### config.mk
export PLATFORM = sky130hd
export DESIGN_NAME = sram_like_hub_flat
export DESIGN_NICKNAME = d
export VERILOG_FILES = /design/src/rtl/sram_like_hub_if.sv /design/src/rtl/sram_like_hub.sv /design/src/flat_wrapper.sv
export SDC_FILE = /design/constraint.sdc
export NUM_CORES = 2
export LEC_CHECK = 0
export CORE_ASPECT_RATIO = 1.5
export CORE_MARGIN = 5
export CORE_UTILIZATION = 40
export DETAILED_ROUTE_END_ITERATION = 7
export PLACE_DENSITY = 0.62
export SYNTH_ARGS = -nofsm -noshare
export SYNTH_HDL_FRONTEND = slang
export SYNTH_SLANG_ARGS = --single-unit
### constraint.sdc
create_clock -name clk -period 5.54 [get_ports clk]
set_clock_uncertainty 0.15 [all_clocks]
set_input_delay 0.554 -clock clk [delete_from_list [all_inputs] [get_ports clk]]
set_output_delay 0.554 -clock clk [all_outputs]
set_load 0.02 [all_outputs]
### src/rtl/sram_like_hub_if.sv
// Single-port SRAM-like bus between a master and the hub.
// Ports: req/we/addr/wdata from the master; rdata/rvalid/irq from the hub.
interface sram_like_hub_if #(
    parameter int DW = 16
) ();
    logic          req;
    logic          we;
    logic [7:0]    addr;
    logic [DW-1:0] wdata;
    logic [DW-1:0] rdata;
    logic          rvalid;
    logic          irq;

    modport master (
        output req, we, addr, wdata,
        input  rdata, rvalid, irq
    );

    modport slave (
        input  req, we, addr, wdata,
        output rdata, rvalid, irq
    );
endinterface

### src/rtl/sram_like_hub.sv
// Register hub: CTRL/STATUS, operand regs with registered SUM, FWFT FIFO, RAM window.
// Ports: clk, rst (async, active-high), bus (slave side of sram_like_hub_if).
module sram_like_hub #(
    parameter int DW         = 16,
    parameter int N_OPS      = 3,
    parameter int FIFO_DEPTH = 16,
    parameter int RAM_DEPTH  = 128,
    parameter int SAT_SUM    = 0
) (
    input logic          clk,
    input logic          rst,
    sram_like_hub_if.slave bus
);
    localparam int FAW = (FIFO_DEPTH > 1) ? $clog2(FIFO_DEPTH) : 1;
    localparam int CW  = $clog2(FIFO_DEPTH + 1);
    localparam int RAW = (RAM_DEPTH > 1) ? $clog2(RAM_DEPTH) : 1;
    localparam int SW  = DW + 3;
    localparam logic [7:0]    RAM_LIM  = 8'(RAM_DEPTH);
    localparam logic [CW-1:0] FULL_CNT = CW'(FIFO_DEPTH);

    logic          en;
    logic          irq_en;
    logic [DW-1:0] ops [N_OPS];
    logic [DW-1:0] sum_q;
    logic          sum_ovf_q;
    logic [DW-1:0] fifo_mem [FIFO_DEPTH];
    logic [DW-1:0] ram [RAM_DEPTH];
    logic [FAW-1:0] wr_ptr;
    logic [FAW-1:0] rd_ptr;
    logic [CW-1:0]  count;
    logic          ovf;
    logic          udf;
    logic          rvalid_q;
    logic [DW-1:0] rdata_q;

    logic          rd;
    logic          wr;
    logic          sel_ctrl;
    logic          sel_stat;
    logic          sel_sum;
    logic          sel_fifo;
    logic          sel_ram;
    logic [RAW-1:0] ram_idx;
    logic          op_hit;
    logic [DW-1:0] op_rd;
    logic [N_OPS-1:0] op_we;
    logic [SW-1:0] sum_full;
    logic          sum_big;
    logic          empty;
    logic          full;
    logic          push;
    logic          pop;
    logic [DW-1:0] stat;
    logic [DW-1:0] rd_val;

    assign rd       = bus.req & ~bus.we;
    assign wr       = bus.req & bus.we;
    assign sel_ctrl = (bus.addr == 8'h00);
    assign sel_stat = (bus.addr == 8'h01);
    assign sel_sum  = (bus.addr == 8'h10);
    assign sel_fifo = (bus.addr == 8'h11);
    assign sel_ram  = bus.addr[7] & ({1'b0, bus.addr[6:0]} < RAM_LIM);
    assign ram_idx  = bus.addr[RAW-1:0];

    assign empty = (count == '0);
    assign full  = (count == FULL_CNT);
    // Raw intent; overflow/underflow is resolved against full/empty below.
    assign push  = wr & sel_fifo & en;
    assign pop   = rd & sel_fifo & en;

    always_comb begin
        op_hit = 1'b0;
        op_rd  = '0;
        op_we  = '0;
        for (int i = 0; i < N_OPS; i++) begin
            if (bus.addr == 8'(i + 2)) begin
                op_hit   = 1'b1;
                op_rd    = ops[i];
                op_we[i] = wr & en;
            end
        end
    end

    // Three guard bits hold the sum of up to eight operands without loss.
    always_comb begin
        sum_full = '0;
        for (int i = 0; i < N_OPS; i++) begin
            sum_full = sum_full + SW'(ops[i]);
        end
    end
    assign sum_big = |sum_full[SW-1:DW];

    // Count lands in [15:8]; on narrow buses it simply shifts out.
    assign stat = (DW'(count) << 8)
                | DW'({sum_ovf_q, udf, ovf, full, empty});

    always_comb begin
        rd_val = '0;
        unique case (1'b1)
            sel_ctrl: rd_val[1:0] = {irq_en, en};
            sel_stat: rd_val = stat;
            sel_sum:  if (en) rd_val = sum_q;
            sel_fifo: if (en && !empty) rd_val = fifo_mem[rd_ptr];
            sel_ram:  if (en) rd_val = ram[ram_idx];
            op_hit:   if (en) rd_val = op_rd;
            default:  rd_val = '0;
        endcase
    end

    always_ff @(posedge clk or posedge rst) begin
        if (rst) begin
            en        <= 1'b0;
            irq_en    <= 1'b0;
            sum_q     <= '0;
            sum_ovf_q <= 1'b0;
            wr_ptr    <= '0;
            rd_ptr    <= '0;
            count     <= '0;
            ovf       <= 1'b0;
            udf       <= 1'b0;
            rvalid_q  <= 1'b0;
            rdata_q   <= '0;
            for (int i = 0; i < N_OPS; i++) begin
                ops[i] <= '0;
            end
        end else begin
            rvalid_q <= rd;
            rdata_q  <= rd ? rd_val : '0;

            if (wr && sel_ctrl) begin
                en     <= bus.wdata[0];
                irq_en <= bus.wdata[1];
            end

            for (int i = 0; i < N_OPS; i++) begin
                if (op_we[i]) ops[i] <= bus.wdata;
            end

            sum_ovf_q <= sum_big;
            if (sum_big && SAT_SUM != 0) sum_q <= '1;
            else                         sum_q <= sum_full[DW-1:0];

            if (push && !full) begin
                wr_ptr <= wr_ptr + 1'b1;
                count  <= count + 1'b1;
            end
            if (pop && !empty) begin
                rd_ptr <= rd_ptr + 1'b1;
                count  <= count - 1'b1;
            end

            // A setting event takes priority over a W1C clear.
            if (push && full)
                ovf <= 1'b1;
            else if (wr && sel_stat && bus.wdata[2])
                ovf <= 1'b0;

            if (pop && empty)
                udf <= 1'b1;
            else if (wr && sel_stat && bus.wdata[3])
                udf <= 1'b0;
        end
    end

    // Storage arrays carry no reset.
    always_ff @(posedge clk) begin
        if (push && !full) fifo_mem[wr_ptr] <= bus.wdata;
        if (wr && sel_ram && en) ram[ram_idx] <= bus.wdata;
    end

    assign bus.rdata  = rdata_q;
    assign bus.rvalid = rvalid_q;
    assign bus.irq    = (ovf | udf | sum_ovf_q) & irq_en;
endmodule
### src/flat_wrapper.sv
// flat-port wrapper written by rule: the top's interface ports become plain ports
module sram_like_hub_flat 
#(
    parameter int DW         = 16,
    parameter int N_OPS      = 3,
    parameter int FIFO_DEPTH = 16,
    parameter int RAM_DEPTH  = 128,
    parameter int SAT_SUM    = 0
)
  (clk, rst, bus_req, bus_we, bus_addr, bus_wdata, bus_rdata, bus_rvalid, bus_irq);
  sram_like_hub_if #(.DW(DW)) bus_i ();
  input logic clk;
  input logic rst;
  input wire logic [$bits(bus_i.req)-1:0] bus_req;
  input wire logic [$bits(bus_i.we)-1:0] bus_we;
  input wire logic [$bits(bus_i.addr)-1:0] bus_addr;
  input wire logic [$bits(bus_i.wdata)-1:0] bus_wdata;
  output wire logic [$bits(bus_i.rdata)-1:0] bus_rdata;
  output wire logic [$bits(bus_i.rvalid)-1:0] bus_rvalid;
  output wire logic [$bits(bus_i.irq)-1:0] bus_irq;
  assign bus_i.req = bus_req;
  assign bus_i.we = bus_we;
  assign bus_i.addr = bus_addr;
  assign bus_i.wdata = bus_wdata;
  assign bus_rdata = bus_i.rdata;
  assign bus_rvalid = bus_i.rvalid;
  assign bus_irq = bus_i.irq;
  sram_like_hub #(.DW(DW), .N_OPS(N_OPS), .FIFO_DEPTH(FIFO_DEPTH), .RAM_DEPTH(RAM_DEPTH), .SAT_SUM(SAT_SUM)) u_core (.clk(clk), .rst(rst), .bus(bus_i));
endmodule
# == Word level (Yosys, flattened, before mapping) ==
# Memories as Yosys holds them, arrays and structs flattened.
# Cells that the tools add are included.
# totals
reg_bits,99
latch_bits,0
ramBits,2304
rom_bits,0
input_bits,28
out_inout_bits,18
wordCells,86
mem_count,2
# classes
add_sub_neg,6
multipliers,0
div,0
n_lt_le_gt_ge,0
n_eq_ne,7
shifts,0
muxes,26
bitwise_logic,12
n_reduce_logical,19
# mem_list
memory,words,word_bits,rd,rd_clocked_by_memory_dff,write_ports,line_no,rtl
u_core.ram,128,16,1,0,1,sram_like_hub.sv:27,logic [DW-1:0] ram [RAM_DEPTH];
u_core.fifo_mem,16,16,1,0,1,sram_like_hub.sv:26,logic [DW-1:0] fifo_mem [FIFO_DEPTH];
# ops
op,count
16-bit 2-to-1 mux,8
14-bit case mux with 5 select lines,1
19-bit by 16-bit adder with 19-bit output,1
16-bit by 16-bit adder with 17-bit output,1
"8-bit by 2-bit == test with 1-bit output, second input constant",2
"8-bit by 5-bit == test with 1-bit output, second input constant",2
1-bit 2-to-1 mux,14
13-bit by 5-bit OR with 13-bit output,1
2-bit case mux with 6 select lines,1
1-bit logical AND,11
5-bit 2-to-1 mux,2
"4-bit by 1-bit adder with 4-bit output, second input constant",2
1-bit bitwise AND,8
"8-bit by 1-bit == test with 1-bit output, second input constant",1
"8-bit by 3-bit == test with 1-bit output, second input constant",1
8-bit zero test,1
2-bit nonzero test,3
"5-bit by 1-bit adder with 5-bit output, second input constant",1
"5-bit == test, second input constant",1
5-bit zero test,1
"5-bit by 1-bit subtractor with 5-bit output, second input constant",1
3-bit OR reduction,1
1-bit zero test,2
1-bit OR,2
1-bit inverter,1

# == Longest topological paths before layout ==
# logic_depth
ltp_word,7
ltp_mapped,17
depth_no_buf,17

# == Least setup slack after synthesis ==
# No wires, ideal clock.
# synth_timing
kind,input-to-reg
startpoint,input port bus_addr[5]
endpoint,memory u_core.fifo_mem[0][0] (enable)
setup_time_ps,430
arrival_time_ps,3549
t_required_ps,4960
setup_slack_ps,1411
stages,5
path_buffers,1
path_cell_list,clkbuf_1 or4b_2 nor3_1 nand3_1 nor4_1
# synth_via
elab_chain_cells,6
# synth_lines
item,line_no,rtl
"start, declared",flat_wrapper.sv:16,input wire logic [$bits(bus_i.addr)-1:0] bus_addr;
8-bit by 5-bit == test with 1-bit output,sram_like_hub.sv:61,assign sel_fifo = (bus.addr == 8'h11);
1-bit bitwise AND (2 in series),sram_like_hub.sv:68,assign push = wr & sel_fifo & en;
1-bit logical AND,sram_like_hub.sv:167,if (push && !full) fifo_mem[wr_ptr] <= bus.wdata;
1-bit 2-to-1 mux,sram_like_hub.sv:167,
1-bit 2-to-1 mux (not written as such),sram_like_hub.sv:167,
"end, declared",sram_like_hub.sv:26,
# No other way between the ends.

# == Worst setup path in the final report ==
# layout_timing
startpoint,register u_core.ops[16] (netlist name)
endpoint,register u_core.sum_ovf_q
# layout_via
elab_chain_cells,3
# layout_lines
item,line_no,rtl
"start, declared",sram_like_hub.sv:23,logic [DW-1:0] ops [N_OPS];
"start signal, assigned by index",sram_like_hub.sv:136,if (op_we[i]) ops[i] <= bus.wdata;
16-bit by 16-bit adder with 17-bit output,sram_like_hub.sv:88,sum_full = sum_full + SW'(ops[i]);
19-bit by 16-bit adder with 19-bit output,sram_like_hub.sv:88,
3-bit OR reduction,sram_like_hub.sv:91,assign sum_big = |sum_full[SW-1:DW];
via u_core.sum_big,sram_like_hub.sv:48,logic sum_big;
"end signal, assigned",sram_like_hub.sv:139,sum_ovf_q <= sum_big;
"end, declared",sram_like_hub.sv:25,logic sum_ovf_q;
# The timed path passes the listed nets, and every way through them passes these cells.
# A chain may end at the register's enable or synchronous reset.

==> results by group <==
Status
  • Outcome: finished, violations left
  • Violated checks: capacitance limit, slew limit

Setup path
  • CP Cell Sequence: ha_1, fa_1, a211oi_1, nor2_1, o311a_1, o21a_1, nor2_1, xnor2_1, ha_1, and2_1, o21ai_0, a21bo_2, o41ai_1, o21ai_0, mux2_2
  • Worst EP required: 6.13 ns
  • Crit-path max FO: 5
  • Crit. Startpoint: u_core.ops[16]$_DFFE_PP0P_
  • Worst Path Buf+Inv: 0
  • Max stage delay on crit path: 0.58 ns
  • RR Startpoint: u_core.ops[16]$_DFFE_PP0P_
  • CP max-delay cell: o41ai_1
  • CP Launch Type: register
  • CP Class: reg -> reg
  • Crit end category: register
  • Worst Reg-to-Reg Cells: 15
  • Critical Path AT: 5.24 ns
  • Instance count on the critical path: 15
  • CP top delay family: compound AO/OA/AOI/OAI gates

Final layout
  • Fillers: 19600
  • Layout cell share with drive strength beyond 1: 19.1%
  • Commonest cells after routing, fill and taps aside: edfxtp_1 (2304), a22oi_1 (449), buf_4 (404)
  • Multi-input logic area: 19800 um^2
  • Area growth syn-to-layout: 13.8%
  • Nets: 5603
  • Most common cell after layout, fill and taps aside: edfxtp_1
  • Post-Layout Cell Count: 8764
  • Register area: 71700 um^2

Power and ir drop
  • Combinational share of power: 5.2%
  • Int Power: 28.0 mW
  • Power share of the sequential group: 55.5%
  • Power per cell area: 339 nW/um^2
  • Pleak: 33.7 nW
  • Sw frac: 22.0%
  • Power share of the clock group: 39.3%
  • Max VDD drop: 375 uV
  • Sw Pwr: 7.90 mW

Drt
  • Detailed-route via count: 55800
  • Vias per inst: 6.37
  • DR pass1 iterations: 6
  • 1st-iter DRT viols: 7760
  • ANT nets after route: 0
  • # DRC: 0
  • Avg WL per Cell: 36.4 um
  • Drt total wl: 319000 um

Yosys
  • Top cell type's share of synthesized area: 74.4%
  • Yosys Warn Count: 0
  • Syn nets: 5283
  • Synth area leaders: edfxtp_1 (74%), a22oi_1 (3.6%), dfrtp_1 (2.7%), mux4_2 (2.5%), mux2_2 (2.3%)
  • Cell Area, Synth: 93000 um^2
  • Synth Flop Type: edfxtp_1
  • Cell type with the largest total area after synthesis: edfxtp_1
  • Synth cell types: 87
  • Number of enable flip-flop cells after synthesis: 2304
  • Avg Inst Size Synth: 17.8 um^2
  • Async set-or-reset flop fraction in the synthesized netlist: 4.12%
  • Synthesized flop and latch total: 2403
  • Sequential area share after synthesis: 77.1%
  • Syn Inst Count: 5212

Global routing
  • First-pass GRT wire length: 438000 um
  • Vias in the first global route: 54600
  • GRT Total Usage: 25.4%
  • Antenna violations before repair: 21
  • Grt ovf: 0
  • Largest net degree at the start of global routing: 149

CTS
  • CTS tree: done
  • CTS resizes: 0
  • Clock-pin slew on the worst setup and hold paths: 0.07 ns
  • H-tree depth: 4
  • CTS buffer count: 205
  • Clk_lat worst skew: 0.86 ns
  • Clock buffer depth: 4
  • Setup Buffers After CTS: 0
  • Cts hold-fix bufs: 1
  • Sink Count: 2403
  • CTS Root Cell: clkbuf_16

Placement
  • DP Worst Slack: 0.736 ns
  • Port buffer count: 45
  • Routability cong.: 0.974
  • Hpwl dp: 202000 um
  • DP Cell Count: 8376

Floorplanning
  • Core area: 231000 um^2
  • Initial Utilization: 40.2%
  • Die ar.: 242000 um^2
  • Die height: 601 um
  • FP Rows: 216
  • Die Wd: 404 um
  • Num ports: 46

Min path
  • Worst Hold Depth: 1
  • Hold_sp: bus_wdata[12]
  • Min-delay worst type: in -> reg

STA
  • Fin. Hold Viols: 0
  • Fmax: 215 MHz
  • Total Negative Setup Slacks: 0 ns
  • Worst Max-Slew Pin Slew: 1.60 ns
  • Slew Limit Headroom: -8.07%
  • Final period util: 83.9%
  • Smallest setup slack after layout: 0.890 ns
  • Post-layout min period: 4.65 ns
  • Final Setup Violations: 0
  • Slew Limit Fails: 10
  • Unrepaired setup endpoints after global routing: false

Run
  • Maxcap violations: 1
## synthesized netlist by cell type (75+ instances only)
cell type,instances
edfxtp_1,2304
a22oi_1,449
nor2_1,226
mux2_2,189
a221oi_1,182
clkbuf_1,141
buf_2,140
nand2_1,137
a21oi_1,126
mux4_2,105
dfrtp_1,99
mux2i_1,84
a22o_1,77
o21ai_0,75
## flip-flops by register name, summed over array words and instances (netlist names)
| name | count |
|---|---|
| u_core.fifo_mem | 256 |
| u_core.rd_ptr | 4 |
| u_core.udf | 1 |
| u_core.sum_ovf_q | 1 |
| u_core.irq_en | 1 |
| u_core.ops | 48 |
| u_core.sum_q | 16 |
| u_core.en | 1 |
| u_core.ram | 2048 |
| u_core.count | 5 |
| u_core.bus.rvalid | 1 |
| u_core.ovf | 1 |
| u_core.wr_ptr | 4 |
| u_core.bus.rdata | 16 |
## routing by layer
metal  vias up  wire [um]  GRT usage (%)
met5         -         89              0
met4        14      29600           19.4
met3       967      29700           5.02
met2      3588     153000           41.9
met1     29000     107000           29.3
li1      22300          -              -
## cells by family (layout without fill, tap and decap cells)
group / Yosys count / in the layout / synth area share [%]
AO/OA/AOI/OAI: 1298 / 1298 / 10.6
multiplexers: 379 / 379 / 5.75
buffers and inverters: 386 / 864 / 1.86
other: 0 / 22 / 0
adder cells (fa/ha/maj): 43 / 43 / 0.603
flip-flops: 2403 / 2403 / 77.1
AND/OR/NAND/NOR: 669 / 669 / 3.79
XOR/XNOR: 34 / 34 / 0.320
## final timing paths
kind,endpoint,slack (ns)
max,u_core.sum_ovf_q$_DFF_PP0_,0.89
min,u_core.ram[112][12]$_DFFE_PP_,0.05
max reg2reg,u_core.sum_ovf_q$_DFF_PP0_,0.89
min reg2reg,u_core.ovf$_DFFE_PP0P_,0.37
max in group asynchronous,u_core.ops[45]$_DFFE_PP0P_,4.11
min in group asynchronous,u_core.ops[18]$_DFFE_PP0P_,0.06
## stage by stage
stage	utilization (%)	total power, mW	instance area (um^2)	hold slack (ns)
floorplan	-	21.0	93000	0.309
global placement	43.0	22.1	99400	0.343
detailed placement	43.0	22.1	99400	0.353
CTS	45.8	35.9	106000	0.0155
global route	45.8	36.6	106000	0.0495
finish	45.8	35.9	106000	0.0503
## power groups by stage
stage,sequential (mW),combinational (mW),clock (mW)
final,19.9,1.87,14.1
after global routing,19.9,1.87,14.9
after CTS,19.9,1.81,14.2
after detailed placement,20.3,1.81,0
after global placement,20.3,1.79,0
after floorplan,20.3,0.704,0
## cell type report
type / count / share of cell area [%]
antenna: 22 / 0.0520
inverter: 27 / 0.100
timing repair buffer: 472 / 3.87
multi-input combinational: 2423 / 18.7
clock buffer: 264 / 5.19
clock inverter: 101 / 0.792
sequential: 2403 / 67.7
tap: 3052 / 3.61
Note: power is estimated with default switching activity, not from simulation.
